===== src/rtl/stream_lane_dwc_pkg.sv =====
// Shared types and helpers for the lane-granular stream width converter.
package stream_lane_dwc_pkg;

  typedef enum logic [1:0] {DWC_EQUAL, DWC_UP, DWC_DOWN} dwc_mode_e;

  typedef enum logic {IDLE, EMIT} scatter_state_e;

  function automatic int unsigned padded_bits(input int unsigned n);
    return ((n + 7) / 8) * 8;
  endfunction

  function automatic dwc_mode_e dwc_mode(input int unsigned pe_in, input int unsigned pe_out);
    if (pe_in == pe_out) return DWC_EQUAL;
    if (pe_out > pe_in) return DWC_UP;
    return DWC_DOWN;
  endfunction

endpackage


===== src/rtl/stream_lane_dwc_skid.sv =====
// Two-entry register slice with registered ready; ready is held low through reset.
module stream_skid #(
  parameter int unsigned WIDTH = 8
) (
  input  logic             clk,
  input  logic             rst_n,
  input  logic             s_valid,
  output logic             s_ready,
  input  logic [WIDTH-1:0] s_data,
  output logic             m_valid,
  input  logic             m_ready,
  output logic [WIDTH-1:0] m_data
);

  logic             out_valid_q, out_valid_d;
  logic [WIDTH-1:0] out_data_q, out_data_d;
  logic             skid_valid_q, skid_valid_d;
  logic [WIDTH-1:0] skid_data_q, skid_data_d;
  logic             ready_q, ready_d;
  logic             s_fire, m_fire;

  always_comb begin
    s_fire       = s_valid && ready_q;
    m_fire       = out_valid_q && m_ready;
    out_valid_d  = out_valid_q;
    out_data_d   = out_data_q;
    skid_valid_d = skid_valid_q;
    skid_data_d  = skid_data_q;
    if (!out_valid_q || m_fire) begin
      if (skid_valid_q) begin
        out_valid_d  = 1'b1;
        out_data_d   = skid_data_q;
        skid_valid_d = 1'b0;
      end else begin
        out_valid_d = s_fire;
        if (s_fire) out_data_d = s_data;
      end
    end else if (s_fire) begin
      skid_valid_d = 1'b1;
      skid_data_d  = s_data;
    end
    ready_d = !skid_valid_d;
  end

  always_ff @(posedge clk or negedge rst_n) begin
    if (!rst_n) begin
      out_valid_q  <= 1'b0;
      out_data_q   <= '0;
      skid_valid_q <= 1'b0;
      skid_data_q  <= '0;
      ready_q      <= 1'b0;
    end else begin
      out_valid_q  <= out_valid_d;
      out_data_q   <= out_data_d;
      skid_valid_q <= skid_valid_d;
      skid_data_q  <= skid_data_d;
      ready_q      <= ready_d;
    end
  end

  assign s_ready = ready_q;
  assign m_valid = out_valid_q;
  assign m_data  = out_data_q;

endmodule


===== src/rtl/stream_lane_dwc.sv =====
// Lane-granular AXI-Stream width converter: gather, scatter or pass-through slice.
// Optional tlast support via STREAM_LANE_DWC_TLAST_EN.
module stream_lane_dwc
  import stream_lane_dwc_pkg::*;
#(
  parameter int unsigned W      = 4,
  parameter int unsigned PE_IN  = 1,
  parameter int unsigned PE_OUT = 1
) (
  input  logic                              ap_clk,
  input  logic                              ap_rst_n,
  output logic                              s_axis_tready,
  input  logic                              s_axis_tvalid,
  input  logic [padded_bits(PE_IN*W)-1:0]   s_axis_tdata,
  input  logic                              m_axis_tready,
  output logic                              m_axis_tvalid,
  output logic [padded_bits(PE_OUT*W)-1:0]  m_axis_tdata
`ifdef STREAM_LANE_DWC_TLAST_EN
  ,
  input  logic                              s_axis_tlast,
  output logic                              m_axis_tlast
`endif
);

  localparam int unsigned IW  = PE_IN * W;
  localparam int unsigned OW  = PE_OUT * W;
  localparam int unsigned OPW = padded_bits(OW);
  localparam dwc_mode_e   MODE = dwc_mode(PE_IN, PE_OUT);

  logic s_last;
  logic m_last;
  logic unused_in;

  assign unused_in = ^s_axis_tdata;

`ifdef STREAM_LANE_DWC_TLAST_EN
  assign s_last       = s_axis_tlast;
  assign m_axis_tlast = m_last;
`else
  logic unused_last;
  assign s_last      = 1'b0;
  assign unused_last = m_last;
`endif

  if ((PE_IN % PE_OUT != 0) && (PE_OUT % PE_IN != 0)) begin : g_bad_ratio
    $error("stream_lane_dwc: PE_IN and PE_OUT must be integer multiples of one another");
  end

  if (MODE == DWC_EQUAL) begin : g_equal
    logic [IW:0] skid_out;

    stream_skid #(.WIDTH(IW + 1)) u_skid (
      .clk     (ap_clk),
      .rst_n   (ap_rst_n),
      .s_valid (s_axis_tvalid),
      .s_ready (s_axis_tready),
      .s_data  ({s_last, s_axis_tdata[IW-1:0]}),
      .m_valid (m_axis_tvalid),
      .m_ready (m_axis_tready),
      .m_data  (skid_out)
    );

    assign m_axis_tdata = OPW'(skid_out[IW-1:0]);
    assign m_last       = skid_out[IW];

  end else if (MODE == DWC_UP) begin : g_up
    localparam int unsigned K  = PE_OUT / PE_IN;
    localparam int unsigned CW = $clog2(K);

    logic [CW-1:0] cnt_q, cnt_d;
    logic [OW-1:0] gather_q, gather_d;
    logic [OW-1:0] out_q, out_d;
    logic          vld_q, vld_d;
    logic          last_q, last_d;
    logic          run_q;
    logic          s_fire, m_fire, done;

    always_comb begin
      // Stall only when the next completion would overwrite an unaccepted word.
      s_axis_tready = run_q && !(vld_q && !m_axis_tready && (cnt_q == CW'(K - 1) || s_last));
      s_fire   = s_axis_tvalid && s_axis_tready;
      m_fire   = vld_q && m_axis_tready;
      done     = s_fire && (cnt_q == CW'(K - 1) || s_last);
      gather_d = gather_q;
      cnt_d    = cnt_q;
      out_d    = out_q;
      last_d   = last_q;
      vld_d    = vld_q && !m_fire;
      if (s_fire) begin
        gather_d[cnt_q*IW +: IW] = s_axis_tdata[IW-1:0];
        cnt_d = cnt_q + CW'(1);
      end
      // Gather is cleared on completion so a flushed partial word has zero upper lanes.
      if (done) begin
        out_d    = gather_d;
        last_d   = s_last;
        vld_d    = 1'b1;
        gather_d = '0;
        cnt_d    = '0;
      end
    end

    always_ff @(posedge ap_clk or negedge ap_rst_n) begin
      if (!ap_rst_n) begin
        cnt_q    <= '0;
        gather_q <= '0;
        out_q    <= '0;
        vld_q    <= 1'b0;
        last_q   <= 1'b0;
        run_q    <= 1'b0;
      end else begin
        cnt_q    <= cnt_d;
        gather_q <= gather_d;
        out_q    <= out_d;
        vld_q    <= vld_d;
        last_q   <= last_d;
        run_q    <= 1'b1;
      end
    end

    assign m_axis_tvalid = vld_q;
    assign m_axis_tdata  = OPW'(out_q);
    assign m_last        = last_q;

  end else begin : g_down
    localparam int unsigned K  = PE_IN / PE_OUT;
    localparam int unsigned CW = $clog2(K);

    scatter_state_e state_q, state_d;
    logic [CW-1:0]  idx_q, idx_d;
    logic [IW-1:0]  word_q, word_d;
    logic           last_q, last_d;
    logic           run_q;
    logic           s_fire, m_fire, at_end;

    always_comb begin
      at_end        = (idx_q == CW'(K - 1));
      s_axis_tready = run_q && (state_q == IDLE || (at_end && m_axis_tready));
      m_axis_tvalid = (state_q == EMIT);
      m_axis_tdata  = OPW'(word_q[idx_q*OW +: OW]);
      m_last        = last_q && at_end;
      s_fire        = s_axis_tvalid && s_axis_tready;
      m_fire        = m_axis_tvalid && m_axis_tready;
      state_d       = state_q;
      idx_d         = idx_q;
      word_d        = word_q;
      last_d        = last_q;
      // An input accept in EMIT only happens together with the final slice leaving.
      if (s_fire) begin
        state_d = EMIT;
        word_d  = s_axis_tdata[IW-1:0];
        idx_d   = '0;
        last_d  = s_last;
      end else if (m_fire) begin
        if (at_end) state_d = IDLE;
        else        idx_d   = idx_q + CW'(1);
      end
    end

    always_ff @(posedge ap_clk or negedge ap_rst_n) begin
      if (!ap_rst_n) begin
        state_q <= IDLE;
        idx_q   <= '0;
        word_q  <= '0;
        last_q  <= 1'b0;
        run_q   <= 1'b0;
      end else begin
        state_q <= state_d;
        idx_q   <= idx_d;
        word_q  <= word_d;
        last_q  <= last_d;
        run_q   <= 1'b1;
      end
    end
  end

endmodule


===== config.mk =====
export PLATFORM = sky130hd
export DESIGN_NAME = stream_lane_dwc
export DESIGN_NICKNAME = d
export VERILOG_FILES = /design/src/rtl/stream_lane_dwc_pkg.sv /design/src/rtl/stream_lane_dwc_skid.sv /design/src/rtl/stream_lane_dwc.sv
export SDC_FILE = /design/constraint.sdc
export NUM_CORES = 1
export LEC_CHECK = 0
export CAP_MARGIN = 20
export CORE_ASPECT_RATIO = 0.75
export CORE_MARGIN = 5
export CORE_UTILIZATION = 35
export DETAILED_ROUTE_END_ITERATION = 10
export SKIP_CTS_REPAIR_TIMING = 1
export SKIP_LAST_GASP = 1
export SLEW_MARGIN = 20
export SYNTH_ARGS = -nofsm -noshare
export SYNTH_HDL_FRONTEND = slang
export SYNTH_HIERARCHICAL = 1
export SYNTH_SLANG_ARGS = --single-unit

===== constraint.sdc =====
create_clock -name ap_clk -period 1.73 [get_ports ap_clk]
set_input_delay 0.2595 -clock ap_clk [delete_from_list [all_inputs] [get_ports ap_clk]]
set_output_delay 0.2595 -clock ap_clk [all_outputs]
set_load 0.05 [all_outputs]

# Yosys cells after proc, flatten, opt, wreduce, memory -nomap -nowiden
# Index checks and enable logic that the tools add are counted.
# word_totals
input_bits	12
regBits	11
word_cells	19
out_inout_bits	10
# op_classes
reduce_logical	8
muxes	5
bitwise	1
# ops
op	n
4-bit 2-to-1 mux	2
2-bit AND reduction	2
1-bit 2-to-1 mux	3
1-bit logical AND	2
1-bit zero test	2
2-bit nonzero test	1
1-bit logical OR	1
1-bit inverter	1

# Longest topological paths before layout
# depth
word_depth	4
mapped_depth	4

# Modules after synthesis
# The synthesis kept the hierarchy.
# by_module_without_submodules
module	cells_per_inst	seq_area_each_um2	area_each_um2	instances
stream_skid	37	325.3	604.3	1
stream_lane_dwc	5	0.0	33.8	1

# Worst setup path after synthesis
# Ideal clock, no wire load.
# synth_timing
path_type	reg-to-reg
start	reg g_equal.u_skid.ready_q (netlist: g_equal.u_skid/s_ready)
end	reg g_equal.u_skid.out_data_q[0] (netlist: g_equal.u_skid/m_data[0])
stages_incl_launch_ff	4
path_slack_ns	0.276
path_buffers	0
t_arrival_ns	1.330
required_time_ns	1.605
setup_time_ns	0.125
cell_sequence	dfrtp_1 > a21oi_4 > nor2_4 > mux2_2
# synth_between
elab_chain_cells	3
# synth_rtl
item	line_no	rtl
start, declared	stream_lane_dwc_skid.sv:19	logic ready_q, ready_d;
start signal, assigned	stream_lane_dwc_skid.sv:57	ready_q <= ready_d;
1-bit logical AND	stream_lane_dwc_skid.sv:23	s_fire = s_valid && ready_q;
2-bit nonzero test (no source line)	-	
2-bit AND reduction (no source line)	-	
end signal, assigned	stream_lane_dwc_skid.sv:54	out_data_q <= out_data_d;
end, declared	stream_lane_dwc_skid.sv:16	logic [WIDTH-1:0] out_data_q, out_data_d;
# No other way between the ends.
# A chain may end at the register's enable or synchronous reset.

# Worst setup path in the final report
# layout_timing
start	in s_axis_tvalid
end	reg g_equal.u_skid.out_data_q[3] (netlist: g_equal.u_skid/m_data[3])
# layout_between
elab_chain_cells	3
# layout_rtl
item	line_no	rtl
start, declared	stream_lane_dwc.sv:13	input logic s_axis_tvalid,
1-bit logical AND	stream_lane_dwc_skid.sv:23	
2-bit nonzero test (no source line)	-	
2-bit AND reduction (no source line)	-	
# No other way between the ends.

==> flow_metrics.py <==
metrics = {
    "clocking": {
        "cts_max_level": 1,
        "cts_root_buf": "clkbuf_4",
        "cts_tree": "built",
        "cts.clk_slew.worst_paths_ps": 70,
        "clk_path_buf_depth": 2,
        "clk_latency_ps": 270,
        "cts_buffers": 3,
        "cts_sinks": 11,
    },
    "global_routing": {
        "gr-total-overflow": 0,
        "antenna_found_initial": 0,
        "grt_util_met1_pct": 8.51,
        "grt_max_degree": 12,
        "grt_use_met3_pct": 5.54,
        "grt_pass1_vias": 296,
        "grt_usage_pct": 8.07,
        "top_usage_layer": "met2",
        "use_met2_pct": 13.0,
        "grt_pass1_wl_mm": 1.44,
    },
    "detailed_routing": {
        "vias": 308,
        "finalWirelength_um": 910,
        "wire_per_inst_um": 12.5,
        "drtAntennaViolNets": 0,
        "via_per_inst": 4.22,
        "drc": 0,
        "drt_iter0_drc": 2,
        "detail_route.first_pass.iterations": 3,
    },
    "logic_synthesis": {
        "yosysWarnings": 6,
        "syn_area_um2": 551,
        "avgSynthCellArea_um2": 14.9,
        "synthCells": 37,
    },
    "place": {
        "place_congestion": 0.607,
        "hpwl_um": 737,
        "port_buffers": 13,
    },
    "worst_setup_path": {
        "critPathCaptureType": "register",
        "max_stage_delay_ps": 580,
        "path_max_fanout": 4,
        "r2r-start": "g_equal.u_skid/skid_valid_q",
        "crit_path_start": "s_axis_tvalid",
        "worstPathCellList": "clkdlybuf4s50_1 -> a21oi_4 -> nor2_4 -> mux2_2",
        "crit_required_ps": 1880,
        "cp.arrival_ps": 1450,
        "slowest_stage": "clkdlybuf4s50_1",
        "criticalPathCategory": "primary input to register",
        "cp-start-kind": "primary input",
    },
    "floorplanning": {
        "coreArea_um2": 1490,
        "io_pins": 22,
        "die_y_um": 44.3,
        "rows": 12,
        "initial_utilization_pct": 37.0,
        "die_w_um": 55.8,
        "dieArea_um2": 2470,
    },
    "sta": {
        "finalSetupViolations": 0,
        "whs_ps": 330,
        "finClkSkew_ps": 6.15,
        "period_needed_ps": 1300,
        "finalHoldViolations": 0,
        "max_freq_mhz": 766,
        "worstMarginPinSlew_ps": 516,
        "slew_viol_final": 0,
        "rsz0062_at_grt": "no",
        "max_slew_margin_pct": 65.5,
        "tns_ps": 0,
        "period_share_pct": 75.4,
    },
    "power_and_ir_drop": {
        "power.leakage_nw": 0.312,
        "power.density_nw_per_um2": 1290,
        "peakVddDrop_uv": 594,
    },
    "finish": {
        "final_cell_mix": "dfrtp_1 (11), mux2_2 (8), clkdlybuf4s50_1 (7), buf_4 (6)",
        "fillerInstances": 133,
        "multi_input_area_um2": 241,
        "area_delta_synth_final_pct": 25.2,
        "drive_gt1_share_pct": 50.0,
        "seqCellArea_um2": 275,
        "final_common_cell": "dfrtp_1",
        "finalNetCount": 65,
        "num_antenna_cells": 0,
    },
    "run_status": {
        "status": "completed",
    },
    "flow_run": {
        "max-cap-violations": 0,
    },
    "worst_hold_path": {
        "hold_class": "primary input to async pin",
    },
}
[registers in the layout (all words and copies together) (netlist names)]
register                     count
g_equal.u_skid/m_data            4
g_equal.u_skid/skid_data_q       4
g_equal.u_skid/skid_valid_q      1
g_equal.u_skid/s_ready           1
g_equal.u_skid/m_valid           1
[power breakdown]
part / total (mW) / internal, mW / switching [mW] / leakage [nW]
Clock: 0.170 / 0.0855 / 0.0842 / 0.0177
Sequential: 0.365 / 0.323 / 0.0427 / 0.128
Combinational: 0.357 / 0.144 / 0.214 / 0.166
Total: 0.892 / 0.552 / 0.340 / 0.312
[routing by layer]
layer	wire length, µm	vias up	part of all wire [%]
met5	0	-	0
met4	0	0	0
met3	78	0	8.6
met2	466	10	51
met1	365	152	40
li1	-	146	-
[critical path, delay by kind of cell]
kind	cells	cell delay, ps
AO/OA/AOI/OAI	1	100
multiplexers	1	340
buffers and inverters	1	580
AND/OR/NAND/NOR	1	160
[stage by stage]
stage	total power, mW	instances	instance area [µm²]	util (%)	worst slack [ps]
after floorplan	0.632	40	562	-	294
after global placement	0.717	69	662	44.5	180
after detailed placement	0.732	69	662	44.5	149
after CTS	0.904	73	689	46.4	423
after global routing	0.935	73	689	46.4	416
final	0.892	73	689	46.4	425
[layout make-up]
class,count,area share [%]
clock buffers,3,3.27
clock inverters,1,0.726
inverters,1,0.544
multi-input cells,23,35.0
flip-flops and latches,11,39.9
well taps,21,3.81
repair buffers,13,16.7
[worst paths after layout]
path	to	slack (ps)	cells past startpoint
worst max-delay path	g_equal.u_skid/m_data[3]	430	4
worst min-delay path	g_equal.u_skid/skid_data_q[2]	330	1
worst max register to register	g_equal.u_skid/m_data[1]	500	2
worst min register to register	g_equal.u_skid/m_data[1]	510	1
max in group asynchronous	g_equal.u_skid/m_data[2]	1050	1
min in group ap_clk	g_equal.u_skid/m_data[1]	510	1
(Power assumes the default switching activity.)
